==> src/rtl/dds_sweep_sequencer.sv <==
// dds_sweep_sequencer: steps the DDS table address from start_addr to stop_addr (clamped, no wrap), dwelling 'dwell' Ready pulses per step and pulsing FreqChng TABLE_LAT cycles after each address change; ports Fg_clk/Resetn (sync active-low), Start/Abort/Loop/Ready controls, start_addr/stop_addr/step/dwell config, address/FreqChng/Busy/Done outputs; define SWEEP_PINGPONG_EN to reverse direction at each looping end of sweep
module dds_sweep_sequencer #(
  parameter int ADDR_W = 11,
  parameter int DWELL_W = 16,
  parameter int TABLE_LAT = 1
) (
  input  logic               Fg_clk,
  input  logic               Resetn,
  input  logic               Start,
  input  logic               Abort,
  input  logic               Loop,
  input  logic               Ready,
  input  logic [ADDR_W-1:0]  start_addr,
  input  logic [ADDR_W-1:0]  stop_addr,
  input  logic [ADDR_W-1:0]  step,
  input  logic [DWELL_W-1:0] dwell,
  output logic [ADDR_W-1:0]  address,
  output logic               FreqChng,
  output logic               Busy,
  output logic               Done
);
  typedef enum logic [2:0] {IDLE, SETTLE, DWELL, STEP, DONE} state_t;
  localparam logic [1:0] LAT_LAST = 2'(TABLE_LAT - 1);
  localparam logic [1:0] LAT_END = 2'(TABLE_LAT);
  state_t r_state;
  logic [ADDR_W-1:0] r_start, r_stop, r_tgt, r_step;
  logic [DWELL_W-1:0] r_dwell, r_cnt;
  logic [1:0] r_lat;
  logic w_end;
  logic [ADDR_W-1:0] w_ntgt, w_next, w_loop;
  function automatic logic [ADDR_W-1:0] f_toward(input logic [ADDR_W-1:0] a, input logic [ADDR_W-1:0] t, input logic [ADDR_W-1:0] s);
    logic [ADDR_W:0] up, dn;
    up = {1'b0, a} + {1'b0, s};
    dn = {1'b0, a} - {1'b0, s};
    return (a < t) ? ((up > {1'b0, t}) ? t : up[ADDR_W-1:0])
                   : ((dn[ADDR_W] || dn[ADDR_W-1:0] < t) ? t : dn[ADDR_W-1:0]);
  endfunction
  always_comb begin
    w_end = address == r_tgt;
`ifdef SWEEP_PINGPONG_EN
    w_ntgt = w_end ? ((r_tgt == r_stop) ? r_start : r_stop) : r_tgt;
    w_next = f_toward(address, w_ntgt, r_step);
    w_loop = w_next;
`else
    w_ntgt = r_tgt;
    w_next = f_toward(address, r_tgt, r_step);
    w_loop = r_start;
`endif
  end
  always_ff @(posedge Fg_clk) begin
    if (!Resetn) begin
      r_state <= IDLE;
      address <= '0;
      FreqChng <= 1'b0;
      Busy <= 1'b0;
      Done <= 1'b0;
      r_start <= '0;
      r_stop <= '0;
      r_tgt <= '0;
      r_step <= '0;
      r_dwell <= '0;
      r_cnt <= '0;
      r_lat <= '0;
    end else if (Abort) begin
      r_state <= IDLE;
      FreqChng <= 1'b0;
      Busy <= 1'b0;
      Done <= 1'b0;
    end else begin
      case (r_state)
        IDLE: if (Start) begin
          r_start <= start_addr;
          r_stop <= stop_addr;
          r_tgt <= stop_addr;
          r_step <= (step == '0) ? ADDR_W'(1) : step;
          r_dwell <= (dwell == '0) ? DWELL_W'(1) : dwell;
          address <= start_addr;
          r_lat <= '0;
          Busy <= 1'b1;
          r_state <= SETTLE;
        end
        SETTLE: begin
          r_lat <= r_lat + 1'b1;
          FreqChng <= r_lat == LAT_LAST;
          if (r_lat == LAT_END) begin
            r_cnt <= '0;
            r_state <= DWELL;
          end
        end
        DWELL: if (Ready) begin
          r_cnt <= r_cnt + 1'b1;
          if (r_cnt + 1'b1 == r_dwell) r_state <= STEP;
        end
        STEP: begin
          r_lat <= '0;
          if (w_end && !Loop) begin
            Busy <= 1'b0;
            Done <= 1'b1;
            r_state <= DONE;
          end else begin
            address <= w_end ? w_loop : w_next;
            r_tgt <= w_ntgt;
            r_state <= SETTLE;
          end
        end
        DONE: begin
          Done <= 1'b0;
          r_state <= IDLE;
        end
        default: r_state <= IDLE;
      endcase
    end
  end
endmodule

==> config.mk <==
export PLATFORM = sky130hd
export DESIGN_NAME = dds_sweep_sequencer
export DESIGN_NICKNAME = d
export VERILOG_FILES = /design/src/rtl/dds_sweep_sequencer.sv
export SDC_FILE = /design/constraint.sdc
export NUM_CORES = 1
export LEC_CHECK = 0
export BUFFER_PORTS_ARGS = -buffer_cell sky130_fd_sc_hd__buf_4
export CORE_UTILIZATION = 55
export DETAILED_ROUTE_END_ITERATION = 10
export PLACE_DENSITY = 0.76
export SKIP_CTS_REPAIR_TIMING = 1
export SLEW_MARGIN = 20
export SYNTH_ARGS = -nofsm -noshare
export SYNTH_HDL_FRONTEND = slang
export SYNTH_SLANG_ARGS = --single-unit
==> constraint.sdc <==
create_clock -name Fg_clk -period 5.4 [get_ports Fg_clk]
set_input_delay 1.08 -clock Fg_clk [delete_from_list [all_inputs] [get_ports Fg_clk]]
set_output_delay 1.08 -clock Fg_clk [all_outputs]
set_load 0.005 [all_outputs]
==> out/qor.csv, run 1 <==
stage,metric,value,unit
floorplan,Die Y,107,um
setup_path,slowest CP cell,or4_1,
yosys,share of Yosys cell area claimed by the top area cell type,0.279,
cts,Root Buffer,clkbuf_8,
yosys,total of flip-flops plus latches after synthesis,84,
cts,Bufs on Longest Clock Path,2,
global_route,pin count of the biggest net entering global routing,81,
yosys,Synth warnings,0,
yosys,register area share after synthesis,0.279,
drt,routed vias/inst,6.11,
drt,Residual DRC,0,
yosys,largest family of logic cells by synthesized area,simple AND/OR/NAND/NOR gates,
yosys,"EDFF count, synth",0,
timing,Tcrit/Tclk final,0.814,
yosys,most common cell in the netlist,nand2_1,
floorplan,core box area,0.0105,sq mm
flow_run,max_cap viols,0,
yosys,multiplexer share of the synthesized area,0.00705,
cts,Sink Count,84,
drt,drt total wl,17400,um
pwr,Power Dens Cells,243,mW/mm^2
yosys,xor and xnor area share after synthesis,0.0580,
timing,Max-slew headroom,0.274,
global_route,GRT Total Usage,0.310,
global_route,Overflow after GRT,0,
floorplan,die width,107,um
setup_path,WP data required,5.69,ns
setup_path,CP endpoint kind,flip-flop,
cts,total CTS buffers,9,
floorplan,# IOs,69,
placement,PortBufs,68,
yosys,predominant post-synthesis flop cell,dfxtp_1,
timing,Worst-Margin Slew,1.08,ns
cts,clock slew at reported path FFs,0.09,ns
drt,Detailed Routing Iterations Pass 1,6,
timing,Total Neg Setup Slack,0,ns
floorplan,row cnt,37,
timing,final hold vios,0,
timing,RSZ-0062 raised after global routing,false,
cts,Clock Latency Late Sink,0.39,ns
final_layout,area occupied by multi-input gates,0.00405,sq mm
setup_path,"slowest stage delay, CP",0.55,ns
yosys,Mean Syn Cell Area,7.75,sq um
setup_path,CP arrival,4.69,ns
yosys,synthesized instance count,779,
yosys,"top cells by area, synth","dfxtp_1 28%, ha_1 12%, nand2_1 9.6%, a21boi_0 6.1%, xnor2_1 4.5%",
drt,drt initial violations,618,
timing,FMAX,0.227,GHz
worst_hold_path,worst min-delay path class,flip-flop to flip-flop,
setup_path,Crit Path Category,flip-flop to flip-flop,
drt,Via Count,5863,
yosys,ys async rst share,0,
timing,minimum clock period,4.40,ns
setup_path,CP bufs+invs,0,
yosys,Post-synth top cells,"155 x nand2_1, 84 x dfxtp_1, 57 x ha_1",
placement,gpl congestion,0.955,
placement,DP HPWL,13300,um
setup_path,startpoint types,flip-flop,
final_layout,filler instances,938,
pwr,Peak VDD IR,0.000207,V
final_layout,"non-filler cells, final",959,
floorplan,Die ar.,0.0114,sq mm
final_layout,FF/Latch Area,0.00168,sq mm
global_route,first-pass GRT wire length,27200,um
floorplan,initial core utilization,0.577,
drt,wire per inst,18.2,um
timing,Final Slew Violations,0,
pwr,Pleak,2.60,nW
timing,clk_skew,0.0196,ns
yosys,"Cell Area, Synth",0.00604,sq mm
cts,TritonCTS clock tree,done,
final_layout,area grow syn2layout,11.9,%
timing,Final Setup Violations,0,
cts,H-tree Lvls,3,
global_route,initial antenna violation count,0,
final_layout,Antenna diodes,0,
yosys,post-synthesis adder-cell area fraction,0.125,
setup_path,CP Cell Sequence,ha_1 > nand2b_1 > a221oi_1 > o21bai_1 > a21oi_1 > xnor2_1 > ha_1 > nand4_1 > or4_1 > a21o_1 > a221oi_2 > and2_2 > a221oi_1 > a31oi_1,
yosys,distinct cell type count after synthesis,68,
yosys,simple-gate share of the synthesized area,0.243,
setup_path,"CP delay by family, top",compound AO/OA/AOI/OAI gates,
global_route,vias in the first global route,5296,
final_layout,Nets,933,
setup_path,flop-to-flop setup slack,1.00,ns
outcome,outcome,completed,
placement,dpl cells,943,
yosys,Syn Nets,893,
yosys,Synth area leader,dfxtp_1,
setup_path,CP max FO,11,
yosys,post-synthesis compound-gate area fraction,0.236,
timing,hold_ws,0.473,ns
final_layout,layout cell share with drive strength beyond 1,0.124,
drt,"antenna viol nets, final",0,
-- per-stage QoR --
stage,power [mW],area (sq um),worst slack [ns],util
after global routing,1.71,6760,0.855,0.646
after floorplan,1.04,6040,1.58,-
after global placement,1.19,6560,1.27,0.627
final,1.64,6760,1.00,0.646
after detailed placement,1.20,6560,1.17,0.627
after CTS,1.63,6740,1.09,0.644
-- worst min-delay path, cell delays in order, from the launching register on --
cell      delay (ns)
dfxtp_1         0.32
nand2_1         0.05
a21boi_0        0.06
-- power by group --
group | internal (mW) | total [mW] | switching [mW] | leakage, nW
Sequential | 0.643 | 0.670 | 0.0279 | 0.684
Combinational | 0.219 | 0.538 | 0.319 | 1.83
Clock | 0.182 | 0.434 | 0.252 | 0.0864
-- layout by cell type, fill, tap and decap left out, drive strengths merged, types with 5 or more instances in the layout --
cell type / instances
nand3: 21
buf: 71
o211ai: 6
nand4: 5
a21boi: 51
a31oi: 13
a221oi: 9
clkbuf: 11
or4: 7
nand2b: 8
and2: 7
o22ai: 14
a22oi: 5
xor2: 9
nor4: 16
nand2: 155
xnor2: 31
inv: 39
a21oi: 35
nor2: 38
nor3: 17
o21a: 9
dfxtp: 84
nor2b: 13
o21ai: 33
ha: 57
-- metal layers --
layer | vias up | GRT usage | wire length (um)
li1 | 2838 | - | -
met1 | 2754 | 0.433 | 8250
met2 | 232 | 0.465 | 7580
met3 | 39 | 0.0596 | 1150
met4 | 0 | 0.131 | 469
met5 | - | 0 | 0
-- state kept, by name, summed over array words and instances (netlist names) --
register / flops
r_lat: 2
r_dwell: 16
r_start: 11
r_state: 3
r_cnt: 16
Busy: 1
Done: 1
r_tgt: 11
FreqChng: 1
address: 11
r_step: 11
-- logic make-up after synthesis --
| group | after synthesis |
|---|---|
| AND/OR/NAND/NOR | 307 |
| XOR/XNOR | 40 |
| adder cells (fa/ha/maj) | 59 |
| multiplexers | 4 |
| buffers and inverters | 79 |
| flip-flops | 84 |
| AO/OA/AOI/OAI | 206 |
-- path summary, 6_finish.rpt --
| kind | startpoint | endpoint | depth (start not counted) |
|---|---|---|---|
| worst max register to register | address[1]$_SDFFE_PN0P_ | address[9]$_SDFFE_PN0P_ | 14 |
| worst min register to register | r_tgt[2]$_SDFFE_PN0P_ | r_tgt[2]$_SDFFE_PN0P_ | 2 |
| worst min-delay path | r_tgt[2]$_SDFFE_PN0P_ | r_tgt[2]$_SDFFE_PN0P_ | 2 |
| worst max-delay path | address[1]$_SDFFE_PN0P_ | address[9]$_SDFFE_PN0P_ | 14 |
-- layout make-up --
| class | instances | area share |
|---|---|---|
| inverters | 37 | 0.0206 |
| multi-input cells | 616 | 0.599 |
| flip-flops and latches | 84 | 0.249 |
| clock inverters | 4 | 0.00500 |
| well taps | 136 | 0.0252 |
| clock buffers | 11 | 0.0209 |
| repair buffers | 71 | 0.0807 |
(Power assumes the default switching activity.)
==> inputs of run 2 (changes only) <==
==> constraint.sdc (replaced) <==
create_clock -name Fg_clk -period 4.2 [get_ports Fg_clk]
set_input_delay 0.84 -clock Fg_clk [delete_from_list [all_inputs] [get_ports Fg_clk]]
set_output_delay 0.84 -clock Fg_clk [all_outputs]
set_load 0.005 [all_outputs]
==> run 2 against run 1 <==
  * Register-to-register slack worse by 0.81 ns
  * Largest power group unchanged
  * Sequential cell count stayed put
  * Worst hold slack worse by 0.0053 ns
==> out/qor.csv, run 2 (synthesis gave the netlist of run 1 again) <==
stage,metric,value,unit,change
setup_path,CP bufs+invs,1,,was 0
drt,drt total wl,18700,um,was 17400 um
setup_path,CP endpoint kind,flip-flop,,unchanged
pwr,Power Dens Cells,319,mW/mm^2,was 243 mW/mm^2
floorplan,die width,107,um,unchanged
final_layout,"non-filler cells, final",987,,was 959
cts,clock slew at reported path FFs,0.10,ns,was 0.09 ns
final_layout,Nets,960,,was 933
setup_path,slowest CP cell,or4_1,,unchanged
final_layout,layout cell share with drive strength beyond 1,0.173,,was 0.124
drt,Detailed Routing Iterations Pass 1,5,,was 6
pwr,combinational power share,0.333,,was 0.328
pwr,internal power,1.46,mW,was 1.04 mW
floorplan,initial core utilization,0.577,,unchanged
drt,drt initial violations,549,,was 618
final_layout,area grow syn2layout,17.2,%,was 11.9%
cts,H-tree Lvls,3,,unchanged
setup_path,WP data required,4.50,ns,was 5.69 ns
cts,total CTS buffers,9,,unchanged
floorplan,Die ar.,0.0114,sq mm,unchanged
cts,Sink Count,84,,unchanged
setup_path,CP Cell Sequence,ha_1 > nand2b_1 > a221oi_2 > buf_4 > o21bai_1 > nor2b_1 > xnor2_1 > ha_1 > nand4_1 > or4_1 > a21o_1 > a221oi_4 > and2_4 > a221oi_1 > a31oi_1,,was ha_1 > nand2b_1 > a221oi_1 > o21bai_1 > a21oi_1 > xnor2_1 > ha_1 > nand4_1 > or4_1 > a21o_1 > a221oi_2 > and2_2 > a221oi_1 > a31oi_1
drt,Via Count,6091,,was 5863
timing,hold_ws,0.468,ns,was 0.473 ns
setup_path,"slowest stage delay, CP",0.55,ns,about the same
cts,Root Buffer,clkbuf_8,,unchanged
cts,TritonCTS clock tree,done,,unchanged
pwr,power share of the clock group,0.288,,was 0.264
timing,Final Slew Violations,0,,unchanged
drt,wire per inst,18.9,um,was 18.2 um
flow_run,max_cap viols,0,,unchanged
final_layout,most frequent cells in the layout,"154 x nand2_1, 97 x buf_4, 78 x dfxtp_1",,"was 155 x nand2_1, 84 x dfxtp_1, 70 x buf_4"
timing,Max-slew headroom,0.332,,was 0.274
global_route,initial antenna violation count,0,,unchanged
timing,Worst-Margin Slew,0.996,ns,was 1.08 ns
floorplan,Die Y,107,um,unchanged
global_route,GRT Total Usage,0.336,,was 0.310
final_layout,Regs by FF count,"r_cnt x16, r_dwell x16",,unchanged
setup_path,Crit Path Category,flip-flop to flip-flop,,unchanged
drt,routed vias/inst,6.17,,was 6.11
placement,gpl congestion,1.02,,was 0.955
setup_path,Reg2Reg Depth,15,,was 14
pwr,Peak VDD IR,0.000249,V,was 0.000207 V
global_route,first-pass GRT wire length,29300,um,was 27200 um
setup_path,CP Depth,15,,was 14
timing,Total Neg Setup Slack,0,ns,unchanged
final_layout,Antenna diodes,0,,unchanged
setup_path,CP arrival,4.31,ns,was 4.69 ns
setup_path,flop-to-flop setup slack,0.20,ns,was 1.00 ns
timing,Tcrit/Tclk final,0.953,,was 0.814
timing,Final Setup Violations,0,,unchanged
setup_path,CP max FO,6,,was 11
cts,Bufs on Longest Clock Path,2,,unchanged
outcome,outcome,completed,,unchanged
timing,FMAX,0.250,GHz,was 0.227 GHz
global_route,Overflow after GRT,0,,unchanged
final_layout,Post-Route Utilization,0.677,,was 0.646
setup_path,startpoint types,flip-flop,,unchanged
placement,DP HPWL,14500,um,was 13300 um
drt,Residual DRC,0,,unchanged
setup_path,"CP delay by family, top",simple AND/OR/NAND/NOR gates,,was compound AO/OA/AOI/OAI gates
final_layout,"leading cell type in the layout, fill and taps excluded",nand2_1,,unchanged
final_layout,filler instances,879,,was 938
global_route,vias in the first global route,5567,,was 5296
placement,dpl cells,965,,was 943
worst_hold_path,worst min-delay path class,flip-flop to flip-flop,,unchanged
global_route,pin count of the biggest net entering global routing,81,,unchanged
cts,Clock Latency Late Sink,0.38,ns,was 0.39 ns
floorplan,core box area,0.0105,sq mm,unchanged
setup_path,Crit path top cell by count,ha_1,,
drt,"antenna viol nets, final",0,,unchanged
pwr,Sw Share,0.354,,was 0.365
pwr,fraction of power consumed by sequential logic,0.379,,was 0.408
pwr,switching power of the nets,0.799,mW,was 0.599 mW
final_layout,fin area,0.00708,sq mm,was 0.00676 sq mm
timing,minimum clock period,4.00,ns,was 4.40 ns
placement,PortBufs,68,,unchanged
timing,clk_skew,0.0190,ns,was 0.0196 ns
placement,Post-DP Area,0.00673,sq mm,was 0.00656 sq mm
pwr,Pleak,2.81,nW,was 2.60 nW
floorplan,row cnt,37,,unchanged
timing,final hold vios,0,,unchanged
worst_hold_path,hold path depth,2,,unchanged
floorplan,# IOs,69,,unchanged
-- run 2: routing by layer --
layer | global-route usage | wire [um]
met2 | 0.510 | 8070
met5 | 0 | 0
met3 | 0.0644 | 1590
met4 | 0.128 | 545
met1 | 0.467 | 8490
-- run 2: cell type report --
class / count / area [sq um] / area share
Inverter: 37 / 139 / 0.0196
Sequential cell: 84 / 1690 / 0.239
Clock inverter: 5 / 67.6 / 0.00955
Timing Repair Buffer: 97 / 728 / 0.103
Tap cell: 136 / 170 / 0.0240
Clock buffer: 11 / 151 / 0.0214
Multi-Input combinational cell: 617 / 4130 / 0.584
-- run 2: path summary, 6_finish.rpt --
path                           startpoint                       to
setup / recovery  address[1]$_SDFFE_PN0P_  address[7]$_SDFFE_PN0P_
hold / removal      r_tgt[2]$_SDFFE_PN0P_    r_tgt[2]$_SDFFE_PN0P_
setup reg to reg  address[1]$_SDFFE_PN0P_  address[7]$_SDFFE_PN0P_
hold reg to reg     r_tgt[2]$_SDFFE_PN0P_    r_tgt[2]$_SDFFE_PN0P_
-- run 2: tightest hold or removal path, stage by stage, from the launching register on --
cell and delay, ns:
dfxtp_1 0.32, nand2_1 0.05, a21boi_0 0.06
-- run 2: power by group through the flow --
stage                     Combinational [mW]  Clock (mW)  Sequential [mW]
final                                  0.752       0.652            0.857
after global routing                   0.820       0.689            0.861
after CTS                              0.688       0.659            0.855
after detailed placement               0.684           0            0.874
after global placement                 0.680           0            0.873
after floorplan                        0.471           0            0.866
-- run 2: stage by stage --
step / setup slack (ns) / power [mW]
after floorplan: 0.377 / 1.34
after detailed placement: 0.0296 / 1.56
after CTS: -0.00326 / 2.20
final: 0.197 / 2.26
after global routing: -0.00500 / 2.37
after global placement: 0.155 / 1.55
==> inputs of run 3 (changes only) <==
--- a/config.mk
+++ b/config.mk
@@ -8,7 +8,7 @@
 export BUFFER_PORTS_ARGS = -buffer_cell sky130_fd_sc_hd__buf_4
 export CORE_UTILIZATION = 55
 export DETAILED_ROUTE_END_ITERATION = 10
-export PLACE_DENSITY = 0.76
+export PLACE_DENSITY = 0.75
 export SKIP_CTS_REPAIR_TIMING = 1
 export SLEW_MARGIN = 20
 export SYNTH_ARGS = -nofsm -noshare
==> constraint.sdc (replaced) <==
create_clock -name Fg_clk -period 4.1 [get_ports Fg_clk]
set_input_delay 0.82 -clock Fg_clk [delete_from_list [all_inputs] [get_ports Fg_clk]]
set_output_delay 0.82 -clock Fg_clk [all_outputs]
set_load 0.005 [all_outputs]
==> run 3 against run 2 <==
  * Global-route usage is 0.57 points lower
  * Power is 1.1% higher
  * Highest routed layer unchanged
  * Largest power group unchanged
  * Sequential cell count stayed put
  * Worst setup slack worse by 0.098 ns
  * Critical path depth stayed put
  * Critical endpoint is now address[2]$_SDFFE_PN0P_
  * Cell area is 0.16% higher
  * Core utilization is 0.11 points higher
==> out/qor.csv, run 3 (synthesis gave the netlist of run 1 again) <==
stage,metric,value,unit,change
cts,TritonCTS clock tree,done,,unchanged
worst_hold_path,worst min-delay path class,flip-flop to flip-flop,,unchanged
pwr,Power Dens Cells,322,mW/mm^2,was 319 mW/mm^2
timing,Worst-Margin Slew,0.976,ns,was 0.996 ns
setup_path,flop-to-flop setup slack,0.1,ns,was 0.20 ns
drt,drt initial violations,717,,was 549
cts,Sink Count,84,,unchanged
timing,Final Slew Violations,0,,unchanged
timing,Final Setup Violations,0,,unchanged
flow_run,max_cap viols,0,,unchanged
placement,DP HPWL,14000,um,was 14500 um
timing,Max-slew headroom,0.349,,was 0.332
timing,minimum clock period,4.00,ns,about the same
drt,routed vias/inst,6.07,,was 6.17
floorplan,core box area,0.0105,sq mm,unchanged
setup_path,R2R Path Start,r_step[1]$_SDFFE_PN0P_,,was address[1]$_SDFFE_PN0P_
timing,clk_skew,0.0184,ns,was 0.0190 ns
drt,Detailed Routing Iterations Pass 1,8,,was 5
global_route,initial antenna violation count,0,,unchanged
setup_path,Crit Path Category,flip-flop to flip-flop,,unchanged
outcome,outcome,completed,,unchanged
worst_hold_path,hold path depth,2,,unchanged
floorplan,row cnt,37,,unchanged
setup_path,CP endpoint kind,flip-flop,,unchanged
placement,gpl congestion,0.961,,was 1.02
pwr,Peak VDD IR,0.000276,V,was 0.000249 V
global_route,Overflow after GRT,0,,unchanged
drt,drt total wl,18600,um,was 18700 um
cts,Root Buffer,clkbuf_8,,unchanged
setup_path,startpoint types,flip-flop,,unchanged
final_layout,filler instances,901,,was 879
cts,Bufs on Longest Clock Path,2,,unchanged
floorplan,# IOs,69,,unchanged
cts,H-tree Lvls,3,,unchanged
placement,Post-DP Area,0.00670,sq mm,was 0.00673 sq mm
pwr,overall power,2.29,mW,was 2.26 mW
cts,total CTS buffers,9,,unchanged
timing,final hold vios,0,,unchanged
final_layout,layout cell share with drive strength beyond 1,0.176,,was 0.173
setup_path,FF-to-FF End,address[2]$_SDFFE_PN0P_,,was address[7]$_SDFFE_PN0P_
setup_path,Reg2Reg Depth,15,,unchanged
final_layout,Nets,956,,was 960
final_layout,Antenna diodes,0,,unchanged
drt,Residual DRC,0,,unchanged
floorplan,Die Y,107,um,unchanged
worst_hold_path,hold endpoint,r_start[9]$_SDFFE_PN0P_,,was r_tgt[2]$_SDFFE_PN0P_
worst_hold_path,Hold Crit Start,r_start[9]$_SDFFE_PN0P_,,was r_tgt[2]$_SDFFE_PN0P_
setup_path,WP data required,4.40,ns,was 4.50 ns
global_route,pin count of the biggest net entering global routing,81,,unchanged
drt,wire per inst,19.0,um,was 18.9 um
drt,"antenna viol nets, final",0,,unchanged
timing,Tcrit/Tclk final,0.976,,was 0.953
final_layout,Regs by FF count,"r_cnt x16, r_dwell x16",,unchanged
setup_path,CP max FO,6,,unchanged
global_route,vias in the first global route,5447,,was 5567
placement,PortBufs,68,,unchanged
cts,Clock Latency Late Sink,0.39,ns,was 0.38 ns
floorplan,die width,107,um,unchanged
timing,hold_ws,0.472,ns,was 0.468 ns
timing,FMAX,0.250,GHz,about the same
timing,Total Neg Setup Slack,0,ns,unchanged
floorplan,initial core utilization,0.577,,unchanged
pwr,Pleak,2.79,nW,was 2.81 nW
drt,Via Count,5963,,was 6091
final_layout,most frequent cells in the layout,"154 x nand2_1, 93 x buf_4, 78 x dfxtp_1",,"was 154 x nand2_1, 97 x buf_4, 78 x dfxtp_1"
cts,clock slew at reported path FFs,0.11,ns,was 0.10 ns
global_route,GRT Total Usage,0.330,,was 0.336
final_layout,"leading cell type in the layout, fill and taps excluded",nand2_1,,unchanged
final_layout,fin area,0.00709,sq mm,was 0.00708 sq mm
final_layout,area grow syn2layout,17.4,%,was 17.2%
global_route,first-pass GRT wire length,28600,um,was 29300 um
setup_path,CP arrival,4.30,ns,was 4.31 ns
floorplan,Die ar.,0.0114,sq mm,unchanged
==> run 3: cell count changes in the layout (fill, tap and decap cells not counted), sizes merged <==
| cell | change |
|---|---|
| buf | -4 |
| clkbuf | -1 |
| clkinv | -1 |
| clkinvlp | +1 |
| inv | +1 |
==> run 3: critical path, stage by stage, from the launching register on <==
cell      delay (ns)
dfxtp_4         0.38
inv_1           0.07
ha_1            0.29
nand2b_4        0.15
a221oi_2        0.31
o21bai_1        0.15
nor2b_1         0.16
xnor2_1         0.16
ha_1            0.34
nand4_1         0.14
or4_1           0.55
a21o_1          0.21
a221oi_4        0.43
and2_4          0.28
o311ai_1        0.11
a21oi_1         0.17
==> run 3: worst max-delay path by stage <==
stage,slack [ns],to,start,depth (start not counted)
floorplan,0.28,address[7]$_SDFFE_PN0P_,address[2]$_SDFFE_PN0P_,16
global placement,0.02,address[5]$_SDFFE_PN0P_,address[0]$_SDFFE_PN0P_,15
detailed placement,-0.07,address[5]$_SDFFE_PN0P_,address[0]$_SDFFE_PN0P_,15
CTS,-0.09,address[10]$_SDFFE_PN0P_,address[0]$_SDFFE_PN0P_,15
global route,-0.03,address[2]$_SDFFE_PN0P_,r_step[1]$_SDFFE_PN0P_,15
finish,0.1,address[2]$_SDFFE_PN0P_,r_step[1]$_SDFFE_PN0P_,15
==> run 3: power by group <==
part | switching [mW] | total, mW | internal [mW]
sequential | 0.0327 | 0.878 | 0.846
combinational | 0.450 | 0.778 | 0.328
clock | 0.342 | 0.630 | 0.288
==> run 3: final cells by class <==
| cell class | count | area [sq um] | area share |
|---|---|---|---|
| Clock buffer | 10 | 128 | 0.0180 |
| Sequential cell | 84 | 1700 | 0.240 |
| Timing Repair Buffer | 93 | 698 | 0.0985 |
| Multi-Input combinational cell | 617 | 4190 | 0.591 |
| Tap cell | 136 | 170 | 0.0240 |
| Inverter | 37 | 139 | 0.0196 |
| Clock inverter | 6 | 68.8 | 0.00971 |
==> run 3: through the flow <==
stage	worst slack [ns]	cells	util
5_1_grt	-0.0297	983	0.678
4_1_cts	-0.0946	978	0.660
2_1_floorplan	0.277	779	-
3_3_place_gp	0.0224	962	0.641
3_5_place_dp	-0.0670	962	0.641
6_report	0.0990	983	0.678
==> run 3: layer usage <==
metal  up-vias  wire length (um)  global-route usage  share of wire
li1       2886                 -                   -              -
met1      2798              8430               0.460           0.45
met2       242              8320               0.511           0.45
met3        37              1480              0.0590          0.080
met4         0               404               0.114          0.022
met5         -                 0                   0              0
